`src/rtl/uart_tx_scheduler_if.sv`:
```
`default_nettype none
// ------------------------------------------------------------------
// uart_tx_scheduler_if : requester bus for the shared UART TX framer
// rev 1.0
// ------------------------------------------------------------------
interface uart_tx_scheduler_if #(
  parameter int NUM_REQ = 4,
  parameter int DATA_W  = 7
);
  logic [NUM_REQ-1:0]        req;
  logic [NUM_REQ*DATA_W-1:0] data_in;
  logic [NUM_REQ-1:0]        grant;
  logic [2:0]                grant_id;
  logic                      busy;
  logic                      done;
  logic                      tx;

  modport master (output req, data_in, input grant, grant_id, busy, done, tx);
  modport slave  (input req, data_in, output grant, grant_id, busy, done, tx);
endinterface
`default_nettype wire

```
`src/rtl/uart_tx_scheduler.sv`:
```
`default_nettype none
// ------------------------------------------------------------------
// uart_tx_scheduler : round-robin arbiter + 7E1-style frame serializer
// rev 1.0
// ------------------------------------------------------------------
module uart_tx_scheduler #(
  parameter int NUM_REQ      = 4,
  parameter int DATA_W       = 7,
  parameter int CLKS_PER_BIT = 16
) (
  input  logic                 sys_clk,
  input  logic                 rst_n,
  uart_tx_scheduler_if.slave   bus
);
  localparam int ID_W   = (NUM_REQ > 1) ? $clog2(NUM_REQ) : 1;
  localparam int BAUD_W = $clog2(CLKS_PER_BIT);
  localparam int BIT_W  = $clog2(DATA_W + 1);

  localparam logic [ID_W-1:0]   ID_LAST   = ID_W'(NUM_REQ - 1);
  localparam logic [BAUD_W-1:0] BAUD_LAST = BAUD_W'(CLKS_PER_BIT - 1);
  localparam logic [BAUD_W-1:0] BAUD_PRE  = BAUD_W'(CLKS_PER_BIT - 2);
  localparam logic [BIT_W-1:0]  BIT_LAST  = BIT_W'(DATA_W - 1);

  typedef enum logic [2:0] {
    S_IDLE   = 3'd0,
    S_START  = 3'd1,
    S_DATA   = 3'd2,
    S_PARITY = 3'd3,
    S_STOP   = 3'd4
  } state_t;

  state_t              state;
  logic [BAUD_W-1:0]   baud_cnt;
  logic [BIT_W-1:0]    bit_cnt;
  logic [DATA_W-1:0]   shift_reg;
  logic                parity;
  logic [ID_W-1:0]     ptr;

  logic                found;
  logic [ID_W-1:0]     win;
  logic [ID_W-1:0]     cand;
  logic [DATA_W-1:0]   win_word;

  // Scan starts one past the last winner so every pending requester gets a turn.
  always_comb begin
    found = 1'b0;
    win   = '0;
    cand  = ptr;
    for (int k = 0; k < NUM_REQ; k++) begin
      cand = (cand == ID_LAST) ? '0 : cand + ID_W'(1);
      if (!found && bus.req[cand]) begin
        found = 1'b1;
        win   = cand;
      end
    end
  end

  always_comb begin
    win_word = '0;
    for (int i = 0; i < NUM_REQ; i++) begin
      if (win == ID_W'(i)) win_word = bus.data_in[i*DATA_W +: DATA_W];
    end
  end

  always_ff @(posedge sys_clk or negedge rst_n) begin
    if (!rst_n) begin
      state        <= S_IDLE;
      baud_cnt     <= '0;
      bit_cnt      <= '0;
      shift_reg    <= '0;
      parity       <= 1'b0;
      ptr          <= ID_LAST;
      bus.grant    <= '0;
      bus.grant_id <= '0;
      bus.busy     <= 1'b0;
      bus.done     <= 1'b0;
      bus.tx       <= 1'b1;
    end else begin
      bus.done <= 1'b0;
      case (state)
        S_IDLE: begin
          bus.tx   <= 1'b1;
          baud_cnt <= '0;
          bit_cnt  <= '0;
          if (found) begin
            shift_reg    <= win_word;
            parity       <= ^win_word;
            bus.grant    <= NUM_REQ'(1) << win;
            bus.grant_id <= 3'(win);
            bus.busy     <= 1'b1;
            ptr          <= win;
            bus.tx       <= 1'b0;
            state        <= S_START;
          end
        end
        default: begin
          if (baud_cnt == BAUD_LAST) begin
            baud_cnt <= '0;
            case (state)
              S_START: begin
                bus.tx  <= shift_reg[DATA_W-1];
                bit_cnt <= '0;
                state   <= S_DATA;
              end
              S_DATA: begin
                if (bit_cnt == BIT_LAST) begin
                  bus.tx <= parity;
                  state  <= S_PARITY;
                end else begin
                  shift_reg <= {shift_reg[DATA_W-2:0], 1'b0};
                  bus.tx    <= shift_reg[DATA_W-2];
                  bit_cnt   <= bit_cnt + BIT_W'(1);
                end
              end
              S_PARITY: begin
                bus.tx <= 1'b1;
                state  <= S_STOP;
              end
              default: begin
                bus.grant    <= '0;
                bus.grant_id <= '0;
                bus.busy     <= 1'b0;
                state        <= S_IDLE;
              end
            endcase
          end else begin
            baud_cnt <= baud_cnt + BAUD_W'(1);
            // Registered, so raise it one cycle early to land on the last stop cycle.
            if (state == S_STOP && baud_cnt == BAUD_PRE) bus.done <= 1'b1;
          end
        end
      endcase
    end
  end
endmodule
`default_nettype wire

```
`src/flat_wrapper.sv`:
```
// flat-port wrapper written by rule: the top's interface ports become plain ports
module uart_tx_scheduler_flat 
#(
  parameter int NUM_REQ      = 4,
  parameter int DATA_W       = 7,
  parameter int CLKS_PER_BIT = 16
)
  (sys_clk, rst_n, bus_req, bus_data_in, bus_grant, bus_grant_id, bus_busy, bus_done, bus_tx);
  uart_tx_scheduler_if #(.NUM_REQ(NUM_REQ), .DATA_W(DATA_W)) bus_i ();
  input  logic sys_clk;
  input  logic rst_n;
  input wire logic [$bits(bus_i.req)-1:0] bus_req;
  input wire logic [$bits(bus_i.data_in)-1:0] bus_data_in;
  output wire logic [$bits(bus_i.grant)-1:0] bus_grant;
  output wire logic [$bits(bus_i.grant_id)-1:0] bus_grant_id;
  output wire logic [$bits(bus_i.busy)-1:0] bus_busy;
  output wire logic [$bits(bus_i.done)-1:0] bus_done;
  output wire logic [$bits(bus_i.tx)-1:0] bus_tx;
  assign bus_i.req = bus_req;
  assign bus_i.data_in = bus_data_in;
  assign bus_grant = bus_i.grant;
  assign bus_grant_id = bus_i.grant_id;
  assign bus_busy = bus_i.busy;
  assign bus_done = bus_i.done;
  assign bus_tx = bus_i.tx;
  uart_tx_scheduler #(.NUM_REQ(NUM_REQ), .DATA_W(DATA_W), .CLKS_PER_BIT(CLKS_PER_BIT)) u_core (.sys_clk(sys_clk), .rst_n(rst_n), .bus(bus_i));
endmodule
```
`config.mk`:
```
export PLATFORM = sky130hd
export DESIGN_NAME = uart_tx_scheduler_flat
export DESIGN_NICKNAME = d
export VERILOG_FILES = /design/src/rtl/uart_tx_scheduler_if.sv /design/src/rtl/uart_tx_scheduler.sv /design/src/flat_wrapper.sv
export SDC_FILE = /design/constraint.sdc
export NUM_CORES = 1
export LEC_CHECK = 0
export ABC_AREA = 1
export ABC_CLOCK_PERIOD_IN_PS = 2400
export CAP_MARGIN = 20
export CORE_AREA = 4 4 75 77
export DETAILED_ROUTE_END_ITERATION = 7
export DIE_AREA = 0 0 79 81
export PLACE_DENSITY = 0.83
export SLEW_MARGIN = 15
export SYNTH_ARGS = -nofsm -noshare
export SYNTH_HDL_FRONTEND = slang
export SYNTH_SLANG_ARGS = --single-unit
export TNS_END_PERCENT = 20
```
`constraint.sdc`:
```
create_clock -name sys_clk -period 2.4 [get_ports sys_clk]
set_input_delay 0.48 -clock sys_clk [delete_from_list [all_inputs] [get_ports sys_clk]]
set_output_delay 0.48 -clock sys_clk [all_outputs]
set_load 0.01 [all_outputs]
```
## Word-level counts from Yosys, hierarchy flattened

Cells that the tools add are included.

| word-level totals | value |
|---|---|
| logic and storage cells | 122 |
| input bits | 34 |
| bits in registers | 30 |

| cells by class | value |
|---|---|
| reductions and logical operators | 21 |
| magnitude comparators | 4 |
| multiplexer cells | 60 |
| equal/unequal tests | 19 |
| shift operators | 1 |
| add/sub/neg operators | 6 |

Operators with widths:

| cell | number |
|---|---|
| 2-to-1 mux 7 bit | 9 |
| 2-to-1 mux 3 bit | 11 |
| 2-to-1 mux 4 bit | 6 |
| 2-to-1 mux 1 bit | 19 |
| 2-to-1 mux 2 bit | 8 |
| == test 2 bit, second input constant | 6 |
| < comparator 2 x 3 -> 1 bit, second input constant | 4 |
| case mux 3 bit (3 select lines) | 1 |
| AND reduction 3 bit | 3 |
| adder 2 x 1 -> 2 bit, second input constant | 4 |
| binary-select mux 1 bit (select 2 bit) | 4 |
| == test 4 bit, second input constant | 2 |
| parity 7 bit | 1 |
| == test 3 x 2 -> 1 bit, second input constant | 2 |
| == test 3 bit, second input constant | 2 |
| case mux 3 bit (2 select lines) | 1 |
| adder 4 x 1 -> 4 bit, second input constant | 1 |
| logical AND 1 bit | 4 |
| inequality test 2 x 1 -> 1 bit, second input constant | 2 |
| AND reduction 2 bit | 2 |
| AND reduction 4 bit | 1 |
| nonzero test 2 bit | 2 |
| nonzero test 4 bit | 1 |
| left shift 1 x 2 -> 4 bit, first input constant | 1 |
| 12 further kinds | 14 |

## Depth between registers and ports, before layout

| logic depth | value |
|---|---|
| depth in word-level cells | 21 |
| mapped depth | 24 |
| mapped depth without buffers | 23 |

## Worst setup path after synthesis

No wires, ideal clock.

| path | value |
|---|---|
| path type | flip-flop to flip-flop |
| start point | reg u_core.ptr[0] |
| end point | reg u_core.parity |
| library setup time | 0.117 ns |
| cell stages (with the launch flop) | 22 |
| setup slack | -0.063 ns |
| arrival | 2.346 ns |
| cell sequence | dfstp_2 -> ha_1 -> inv_1 -> nand2_2 -> buf_6 -> nand2_2 -> nand2_1 -> nand2_1 -> nand2_1 -> nand4_2 -> inv_1 -> nor2_2 -> buf_6 -> or2_4 -> a21oi_2 -> nand2_1 -> nand2_1 -> nand2_1 -> nand2_1 -> nand2_1 -> nand3_1 -> nand2_1 |

| between the ends | value |
|---|---|
| longest elaborated chain between the ends | 20 |
| elaborated cells on any way between the ends | 44 |
| those cells by class | add/sub: 4; eq/ne: 7; mux: 24; reduce/logical: 9 |

Ends and longest elaborated chain:

| element | line | source |
|---|---|---|
| from (decl) | uart_tx_scheduler.sv:37 | `logic [ID_W-1:0] ptr;` |
| from (signal assigned) | uart_tx_scheduler.sv:91 | `ptr <= win;` |
| adder 2 x 1 -> 2 bit or == test 2 bit (tied branches) | uart_tx_scheduler.sv:50 | `cand = (cand == ID_LAST) ? '0 : cand + ID_W'(1);` |
| 2-to-1 mux 2 bit * | uart_tx_scheduler.sv:50 |  |
| parallel branches: the longest is 18 deep, another holds adder 2 x 1 -> 2 bit | n/a |  |
| to (signal assigned) | uart_tx_scheduler.sv:87 | `parity <= ^win_word;` |
| to (decl) | uart_tx_scheduler.sv:36 | `logic parity;` |

Mark *: on every way between the ends. The select of a mux whose other input is x is not followed.
A chain may end at the register's enable or synchronous reset.

## Worst setup path in the final report

Same ends and word-level chain as after synthesis.

==> impl_metrics.py <==
metrics = {
    "power": {
        "p_int_uw": 861,
        "power_density_nw_per_um2": 367,
        "switchingPower_uw": 383,
        "power.share.combinational_pct": 27.2,
        "p_leak_uw": 0.00168,
        "clock_power_share_pct": 33.3,
        "seq_power_share_pct": 39.5,
        "vdd_drop_max_mv": 0.252,
        "swShare_pct": 30.8,
    },
    "route": {
        "vias_per_cell": 5.10,
        "route.detailed.drc": 0,
        "drt-total-wl_mm": 6.45,
        "wl_per_cell_um": 13.1,
        "via_count": 2505,
        "ant_nets": 0,
        "drt_iter0_drc": 115,
        "drt-pass1-iter-count": 4,
    },
    "synthesis": {
        "synth_edf_count": 0,
        "synth_area_sq_um": 2200,
        "synth_top_cell_area_share_pct": 29.6,
        "synth.avg_cell_area_sq_um": 6.62,
        "synth_flop_cell": "dfrtp_1",
        "synth-async-reset-ratio_pct": 100,
        "synth_cells": 332,
        "synth_top_cells_by_area": "dfrtp_1 30%, nand2_1 20%, nand3_1 6.6%",
        "yosys_warnings": 0,
        "synth-seq-cells": 29,
        "synth_nets": 371,
        "ys_seq_area_share_pct": 33.2,
        "yosysMostFrequentCell": "nand2_1",
        "synth_cell_types": 34,
        "synth_common_cells": "118 x nand2_1, 36 x inv_1, 29 x nand3_1",
        "yosys.area.top_type": "dfrtp_1",
    },
    "outcome": {
        "outcome": "finished with violations",
        "failed_checks": "negative setup slack",
    },
    "clock_network": {
        "cts_buffer_depth": 2,
        "clk_latency_ns": 0.29,
        "cts_sinks": 29,
        "clk_pin_slew_ns": 0.07,
        "holdBufCountCts": 0,
        "cts_buffers": 5,
        "ctsHtreeMaxLevel": 2,
        "cts_tree": "yes",
        "clockRootBuffer": "clkbuf_8",
    },
    "sta": {
        "period_share_pct": 116,
        "rsz0062_at_grt": "yes",
        "tns_ns": -1.59,
        "setup_violations": 8,
        "slew_viol_final": 0,
        "clock.fmax_mhz": 361,
        "postLayoutSetupSlackWorst_ns": -0.373,
        "min_period_ns": 2.77,
        "hold_viol": 0,
        "finClkSkew_ns": 0.00552,
    },
    "global_route": {
        "grt_pass1_wl_mm": 9.60,
        "antenna_found_initial": 0,
        "gr-total-overflow": 0,
        "grtUsageTotal_pct": 18.7,
        "grt_max_degree": 30,
        "grt_pass1_vias": 2226,
    },
    "setup_path": {
        "path_class": "flip-flop to flip-flop",
        "cpPeakStageDelay_ns": 0.59,
        "worst_path_max_delay_cell": "dfstp_2",
        "cp.required_ns": 2.58,
        "worstSetupStartpointType": "flip-flop",
        "worstPathMaxFanout": 8,
        "arrival_ns": 2.95,
        "critPathCaptureType": "flip-flop",
        "cpMostUsedCell": "nand2_1",
        "worstPathCellList": "ha_4 > inv_2 > nand2_4 > nand2_1 > nand2_4 > nand2_1 > inv_1 > nand4_4 > inv_2 > nor2_4 > buf_4 > or2_4 > a21oi_4 > nand2_1 > nand2_1 > nand2_1 > nand2_1 > nand2_1 > nand3_1 > nand2_1",
    },
    "finish": {
        "final_layout_size_suffix_gt1_share_pct": 33.3,
        "largest_reg_flops": 7,
        "diodes": 0,
        "syn_to_final_growth_pct": 54.4,
        "stdcell_count": 491,
        "nNetsFinal": 459,
    },
    "min_path": {
        "holdCritPathClass": "flip-flop to flip-flop",
    },
    "place": {
        "placedCellCount": 471,
        "io_buffer_count": 42,
        "gp_congestion": 0.875,
        "hpwl_mm": 4.47,
    },
    "die": {
        "floorplan.initialDensity_pct": 43.9,
        "die_x_um": 79,
        "dieArea_sq_um": 6400,
        "rows": 26,
        "die_y_um": 81,
        "core_sq_um": 5010,
        "io-pin-count": 44,
    },
    "flow_run": {
        "cap_violations": 0,
    },
}
-- logic make-up after synthesis --
kind of cell | share of synthesized area [%]
simple gates | 41.1
compound gates | 12.5
buf+inv | 9.45
flops | 33.2
fa+ha+maj | 2.85
xor+xnor | 0.797
other cells | 0.171
-- final cells by class --
class	count	area, sq um
repair buffers	87	793
inverters	39	149
well taps	70	87.6
fillers	405	1620
multi-input cells	258	1540
flip-flops and latches	29	729
clock buffers	5	68.8
clock inverters	3	22.5
-- critical path: cells and delay by family (launching register included) --
family / cells / cell delay [ns]
and+or+nand+nor: 14 / 1.28
DFF: 1 / 0.59
buffers and inverters: 4 / 0.43
adders and majority gates: 1 / 0.18
AOI/OAI and AO/OA: 1 / 0.17
-- path summary, 6_finish.rpt --
path | startpoint | to | slack, ns | cells past startpoint
worst max-delay path | u_core.ptr[0]$_DFFE_PN1P_ | u_core.parity$_DFFE_PN0P_ | -0.37 | 20
worst min-delay path | u_core.baud_cnt[0]$_DFF_PN0_ | u_core.baud_cnt[0]$_DFF_PN0_ | 0.49 | 1
worst max register to register | u_core.ptr[0]$_DFFE_PN1P_ | u_core.parity$_DFFE_PN0P_ | -0.37 | 20
worst min register to register | u_core.baud_cnt[0]$_DFF_PN0_ | u_core.baud_cnt[0]$_DFF_PN0_ | 0.49 | 1
max in group asynchronous | rst_n | u_core.bus.tx$_DFFE_PN1P_ | 1.53 | 2
min in group asynchronous | rst_n | u_core.baud_cnt[2]$_DFF_PN0_ | 0.56 | 2
-- per-layer routing --
layer  vias to the layer above  part of all wire [%]  wire length (um)  GRT usage [%]
met5                         -                     0                 0              0
met4                         0                   2.9               190           8.08
met3                        19                   4.6               298           2.55
met2                        72                    51              3280           31.3
met1                      1172                    42              2680           24.2
li1                       1242                     -                 -              -
-- placed cells by master, fill, tap and decap left out, types with 2 or more instances in the layout --
cell type / n
a21oi_1: 11
a21oi_2: 2
buf_4: 39
buf_6: 4
clkbuf_8: 5
clkdlybuf4s50_1: 42
clkinvlp_4: 3
dfrtp_1: 26
dfstp_2: 3
ha_1: 4
inv_1: 32
inv_2: 6
nand2_1: 87
nand2_2: 29
nand2_4: 11
nand3_1: 22
nand3_2: 9
nand3_4: 2
nand4_1: 3
nor2_1: 13
nor2_2: 5
nor2_4: 4
nor3_1: 2
o21ai_0: 17
o21ai_1: 13
o21ai_2: 5
or2_1: 3
or2_4: 3
-- metrics by stage --
| step | setup WS [ns] | total power, uW | util (%) | area [sq um] | hold WS (ns) |
|---|---|---|---|---|---|
| 6_report | -0.373 | 1240 | 67.8 | 3390 | 0.489 |
| 5_1_grt | -0.528 | 1310 | 67.8 | 3390 | 0.524 |
| 4_1_cts | -0.260 | 1200 | 61.5 | 3080 | 0.493 |
| 3_5_place_dp | -0.414 | 776 | 58.5 | 2930 | 0.483 |
| 3_3_place_gp | -0.283 | 768 | 58.5 | 2930 | 0.474 |
| 2_1_floorplan | 0.00154 | 640 | - | 2220 | 0.184 |
-- power by group through the flow --
stage | Clock, uW | Combinational (uW) | Sequential, uW
CTS | 423 | 286 | 492
finish | 414 | 338 | 492
detailed placement | 0 | 275 | 501
global route | 445 | 370 | 492
floorplan | 0 | 140 | 500
global placement | 0 | 267 | 501
-- what timing repair did --
item / in CTS / in global routing
gates resized for setup: 17 / 74
cloned: 1 / 0
pin swaps: 7 / 39
hold endpoints to repair: 0 / 0
setup endpoints to repair: 8 / 12
buffers inserted: 1 / 10
No activity file was read; power rests on OpenSTA's default activity.
